**src/rtl/operand_fetch_stage.sv**
```systemverilog
// Operand fetch: 32-entry register file, B-operand select and a one-entry valid/ready output stage.
// Optional macro REGFILE_BYPASS_EN enables same-cycle writeback-to-read forwarding.
module operand_fetch_stage #(
  parameter int XLEN = 32,
  parameter int NREG = 32,
  parameter int AW   = 5
) (
  input  logic            clk,
  input  logic            reset,
  input  logic            in_valid,
  output logic            in_ready,
  input  logic [AW-1:0]   rs1_addr,
  input  logic [AW-1:0]   rs2_addr,
  input  logic [XLEN-1:0] imm,
  input  logic            alu_src,
  input  logic [3:0]      alu_ctrl_in,
  input  logic [AW-1:0]   rd_addr_in,
  input  logic            reg_write_in,
  input  logic            wb_en,
  input  logic [AW-1:0]   wb_addr,
  input  logic [XLEN-1:0] wb_data,
  input  logic            flush,
  output logic            out_valid,
  input  logic            out_ready,
  output logic [XLEN-1:0] A_out,
  output logic [XLEN-1:0] B_out,
  output logic [XLEN-1:0] store_data_out,
  output logic [3:0]      ALUControl_out,
  output logic [AW-1:0]   rd_addr_out,
  output logic            reg_write_out
);

  logic [XLEN-1:0] regs_r [NREG];
  logic [XLEN-1:0] rs1_val_s;
  logic [XLEN-1:0] rs2_val_s;
  logic [XLEN-1:0] b_next_s;
  logic            wb_live_s;
  logic            capture_s;

  assign wb_live_s = wb_en && (wb_addr != {AW{1'b0}});
  assign in_ready  = !out_valid || out_ready;
  assign capture_s = in_valid && in_ready && !flush;

  // Register file array update; entry 0 is never written so it stays zero.
  always_ff @(posedge clk) begin
    if (reset) begin
      for (int i = 0; i < NREG; i++) begin
        regs_r[i] <= {XLEN{1'b0}};
      end
    end else if (wb_live_s) begin
      regs_r[wb_addr] <= wb_data;
    end else begin
      regs_r[wb_addr] <= regs_r[wb_addr];
    end
  end

  // Combinational source reads with x0 hard-wired to zero.
  always_comb begin
    rs1_val_s = {XLEN{1'b0}};
    rs2_val_s = {XLEN{1'b0}};
    if (rs1_addr == {AW{1'b0}}) begin
      rs1_val_s = {XLEN{1'b0}};
`ifdef REGFILE_BYPASS_EN
    end else if (wb_live_s && (wb_addr == rs1_addr)) begin
      rs1_val_s = wb_data;
`endif
    end else begin
      rs1_val_s = regs_r[rs1_addr];
    end
    if (rs2_addr == {AW{1'b0}}) begin
      rs2_val_s = {XLEN{1'b0}};
`ifdef REGFILE_BYPASS_EN
    end else if (wb_live_s && (wb_addr == rs2_addr)) begin
      rs2_val_s = wb_data;
`endif
    end else begin
      rs2_val_s = regs_r[rs2_addr];
    end
  end

  // B operand: immediate or rs2 value.
  always_comb begin
    b_next_s = {XLEN{1'b0}};
    if (alu_src) begin
      b_next_s = imm;
    end else begin
      b_next_s = rs2_val_s;
    end
  end

  // Output stage: flush beats capture, capture beats drain; reg_write_out follows out_valid low.
  always_ff @(posedge clk) begin
    if (reset) begin
      out_valid      <= 1'b0;
      A_out          <= {XLEN{1'b0}};
      B_out          <= {XLEN{1'b0}};
      store_data_out <= {XLEN{1'b0}};
      ALUControl_out <= 4'b0000;
      rd_addr_out    <= {AW{1'b0}};
      reg_write_out  <= 1'b0;
    end else if (flush) begin
      out_valid      <= 1'b0;
      reg_write_out  <= 1'b0;
    end else if (capture_s) begin
      out_valid      <= 1'b1;
      A_out          <= rs1_val_s;
      B_out          <= b_next_s;
      store_data_out <= rs2_val_s;
      ALUControl_out <= alu_ctrl_in;
      rd_addr_out    <= rd_addr_in;
      reg_write_out  <= reg_write_in;
    end else if (out_valid && out_ready) begin
      out_valid      <= 1'b0;
      reg_write_out  <= 1'b0;
    end else begin
      out_valid      <= out_valid;
      reg_write_out  <= reg_write_out;
    end
  end

endmodule

```
**config.mk**
```make
export PLATFORM = sky130hd
export DESIGN_NAME = operand_fetch_stage
export DESIGN_NICKNAME = d
export VERILOG_FILES = /design/src/rtl/operand_fetch_stage.sv
export SDC_FILE = /design/constraint.sdc
export NUM_CORES = 2
export LEC_CHECK = 0
export ABC_CLOCK_PERIOD_IN_PS = 7200
export CORE_MARGIN = 5
export CORE_UTILIZATION = 60
export DETAILED_ROUTE_END_ITERATION = 6
export PLACE_DENSITY = 0.84
export SLEW_MARGIN = 20
export SYNTH_ARGS = -nofsm -noshare
export SYNTH_HDL_FRONTEND = slang
export SYNTH_SLANG_ARGS = --single-unit
```
**constraint.sdc**
```tcl
create_clock -name clk -period 7.2 [get_ports clk]
set_input_delay 1.8 -clock clk [delete_from_list [all_inputs] [get_ports clk]]
set_output_delay 1.8 -clock clk [all_outputs]
set_load 0.005 [all_outputs]
```
Yosys cells after proc, flatten, opt, wreduce, memory -nomap -nowiden:

Memories as Yosys holds them, arrays and structs flattened.
Cells that the tools add are included.

* bits of input ports: 96
* RAM bits: 1024
* register bits after elaboration: 107
* memories: 1

* reductions and logical operators: 15
* equality and inequality tests: 1
* muxes and demuxes: 18
* bitwise gates (word level): 2

Memory list
* regs_r: depth 32, width 32, rd ports 2, clocked after Yosys merged registers in 0, wr ports 32, line 33 `logic [XLEN-1:0] regs_r [NREG];`

Operator list (number)
* $mux 32: 5
* $reduce_or 32->1: 1
* $mux 1: 12
* $logic_not 5->1: 2
* $mux 5: 1
* $reduce_bool 5->1: 1
* $logic_and 1x1->1: 4
* $reduce_and 2->1: 2
* $logic_not 1->1: 2
* $reduce_bool 2->1: 1
* $reduce_or 2->1: 1
* $logic_or 1x1->1: 1
* $ne 0x0->1: 1
* $not 1->1: 1
* $or 1x1->1: 1

Longest topological paths before layout:

* depth after elaboration: 9
* depth in mapped cells: 9

Least setup slack after synthesis:

No wires, ideal clock.

* kind: input port to output port
* start: input out_ready
* end: output in_ready
* slack: 3.352 ns
* cell stages on the path: 2
* arrival time: 2.048 ns
* cells stage by stage: nand2b_1 buf_2

* word-level cells in the longest chain between the ends: 1

Ends and longest elaborated chain
* from (decl): line 24 `input logic out_ready,`
* $logic_or 1x1->1: line 41 `assign in_ready = !out_valid || out_ready;`
* to (decl): line 11 `output logic in_ready,`

No other way between the ends.

Final worst setup path:

Ends and elaborated chain as after synthesis.

==> flow_summary.toml <==
[yosys]
ys_ff_latch = 1131
synth_most_common_cell = "edfxtp_1"
synthCells = 4412
synthDistinctLibCells = 42
seq_area_frac_synth = 0.565
syn-cell-area_sq_mm = 0.0583
synth_area_leader_cell = "edfxtp_1"
avgSynthCellArea_sq_um = 13.2
ys.flop_type = "edfxtp_1"
ys_warn_count = 0
synth_top_area_share = 0.528
synth_edf_count = 1024
synth_area_leaders = "edfxtp_1, mux2i_1, and2_1"
synthArstFlopShare = 0
synthTopCellsByCount = "edfxtp_1, and2_1, mux2i_1, clkbuf_1, a22oi_1"

[clocking]
cts_tree = "yes"
cts_hold_buf = 0
clockRootBuffer = "clkbuf_16"
cts.path.max_buffers = 3
clk_pin_slew_worst_paths_ns = 0.06
clk_latency_ns = 0.72
numCtsBuffers = 115
cts_resized = 0
htreeDepth = 3
cts_sinks = 1131
postCtsSetupRepairBufs = 0

[die]
dieWidth_microns = 322
fp.coreArea_sq_mm = 0.0966
ioPinCount = 204
die_area_sq_mm = 0.103
start_util = 0.603
die_h_microns = 322
fp-row-count = 114

[sta]
report.final.slew_viol_count = 0
setup_viol = 0
worst_pin_slew_ns = 1.19
hold_violations = 0
min_period_over_period = 0.667
max_freq_mhz = 208
rsz0062_at_grt = "no"
final.setup.tns_ns = 0
skew_ns = 0.0206
holdWs_ns = 0.455
relSlewSlack = 0.205
period_needed_ns = 4.80

[worst_setup_path]
path_common_cell = "clkdlybuf4s50_1"
crit_path_max_fanout = 6
cp-start-kind = "input pin"
cp.arrival_ns = 3.00
slowest_delay_ns = 0.54
required_ns = 5.40
cp_slowest_cell = "clkdlybuf4s50_1"
crit_chain = "clkdlybuf4s50_1 -> nand2b_1 -> clkdlybuf4s50_1"
endpoint_kind = "primary output"
worstSetupPathType = "in -> out"

[power_and_ir_drop]
powerDensity_mw_per_mm2 = 240
irDropWorstVdd_mv = 0.221
power.leakage_nw = 24.1
finalPower_mw = 15.6

[global_route]
grt_max_degree = 92
grt_pass1_wl_microns = 272000
grt_overflow = 0
grtUsageTotal = 0.360
grt_pass1_vias = 41200
antenna_found_initial = 14

[layout]
fillers = 6497
final_core_utilization = 0.675
area_growth_pct = 11.8
layout-drive-gt1-share = 0.131
multi_input_area_sq_mm = 0.0238
regArea_sq_mm = 0.0329
nNetsFinal = 4516
final_cell_area_sq_mm = 0.0651

[detailed_routing]
vias = 41400
drc = 0
wl_per_cell_microns = 33.0
wl_microns = 191000
drtIter0Drc = 6728
vias_per_cell = 7.13
ant_nets = 0
first_pass_iters = 6

[min_path]
min_path_type = "reg -> reg"

[placed_design]
gp_congestion = 1.02
port_buffers = 203
dpl_cell_area_sq_mm = 0.0613
place_hpwl_microns = 114000

[status]
status = "finished, final reports clean"

[flow_run]
cap_violations = 0
## report_power, final
group / internal [mW] / leakage, nW / switching [mW]
registers: 7.52 / 10.6 / 0.221
clock network: 3.50 / 1.90 / 2.59
logic: 0.671 / 11.6 / 1.13
## area by class of cell
class	instances	share of cell area
Antenna cell	7	0.000269
Clock buffer	145	0.0480
Clock inverter	72	0.0106
Inverter	2	0.000115
Multi-Input combinational cell	2855	0.366
Sequential cell	1131	0.505
Tap cell	1276	0.0245
Timing Repair Buffer	315	0.0459
## logic make-up (layout without fill, tap and decap cells)
group	Yosys count	after routing	share of synthesized area
AOI/OAI and AO/OA	584	584	0.0737
buffers and inverters	457	534	0.0346
DFF	1131	1131	0.565
muxes	845	845	0.187
other	1	39	0.0000644
and+or+nand+nor	1394	1394	0.140
## flip-flops by register name, summed over array words and instances, names as in the netlist
register	cells
reg_write_out	1
B_out	32
ALUControl_out	4
store_data_out	32
regs_r	1024
out_valid	1
A_out	32
rd_addr_out	5
## final timing paths
path | startpoint | end | slack [ns] | depth (start not counted)
max reg2reg | regs_r[31][30]$_SDFFCE_PN0P_ | A_out[30]$_SDFFE_PP0P_ | 4.53 | 5
min reg2reg | ALUControl_out[3]$_SDFFE_PP0P_ | ALUControl_out[3]$_SDFFE_PP0P_ | 0.46 | 2
max | out_ready | in_ready | 2.40 | 3
min | ALUControl_out[3]$_SDFFE_PP0P_ | ALUControl_out[3]$_SDFFE_PP0P_ | 0.46 | 2
## stage by stage
stage	instances	setup slack [ns]
2_1_floorplan	4443	3.35
3_3_place_gp	5578	1.86
3_5_place_dp	5578	1.86
4_1_cts	5795	2.39
5_1_grt	5796	2.35
6_report	5803	2.40
## layout by cell type, fill, tap and decap left out, types with 103 or more instances in the layout
master,instances
clkbuf_16,119
mux4_2,194
and2_1,993
edfxtp_1,1024
dfxtp_1,107
nand3_1,161
mux2i_1,650
nand2_1,103
clkdlybuf4s50_1,177
a22oi_1,304
## per-layer routing
layer,vias to the layer above,routed length [microns],GRT usage
li1,16600,-,-
met1,20300,63100,0.447
met2,3626,84600,0.544
met3,800,29100,0.128
met4,6,14500,0.221
met5,-,34,0
## critical path: cells and delay by family
| kind | cells | cell delay, ns |
|---|---|---|
| buffers and inverters | 2 | 0.99 |
| and+or+nand+nor | 1 | 0.21 |
Power figures use the tool's default switching activity.
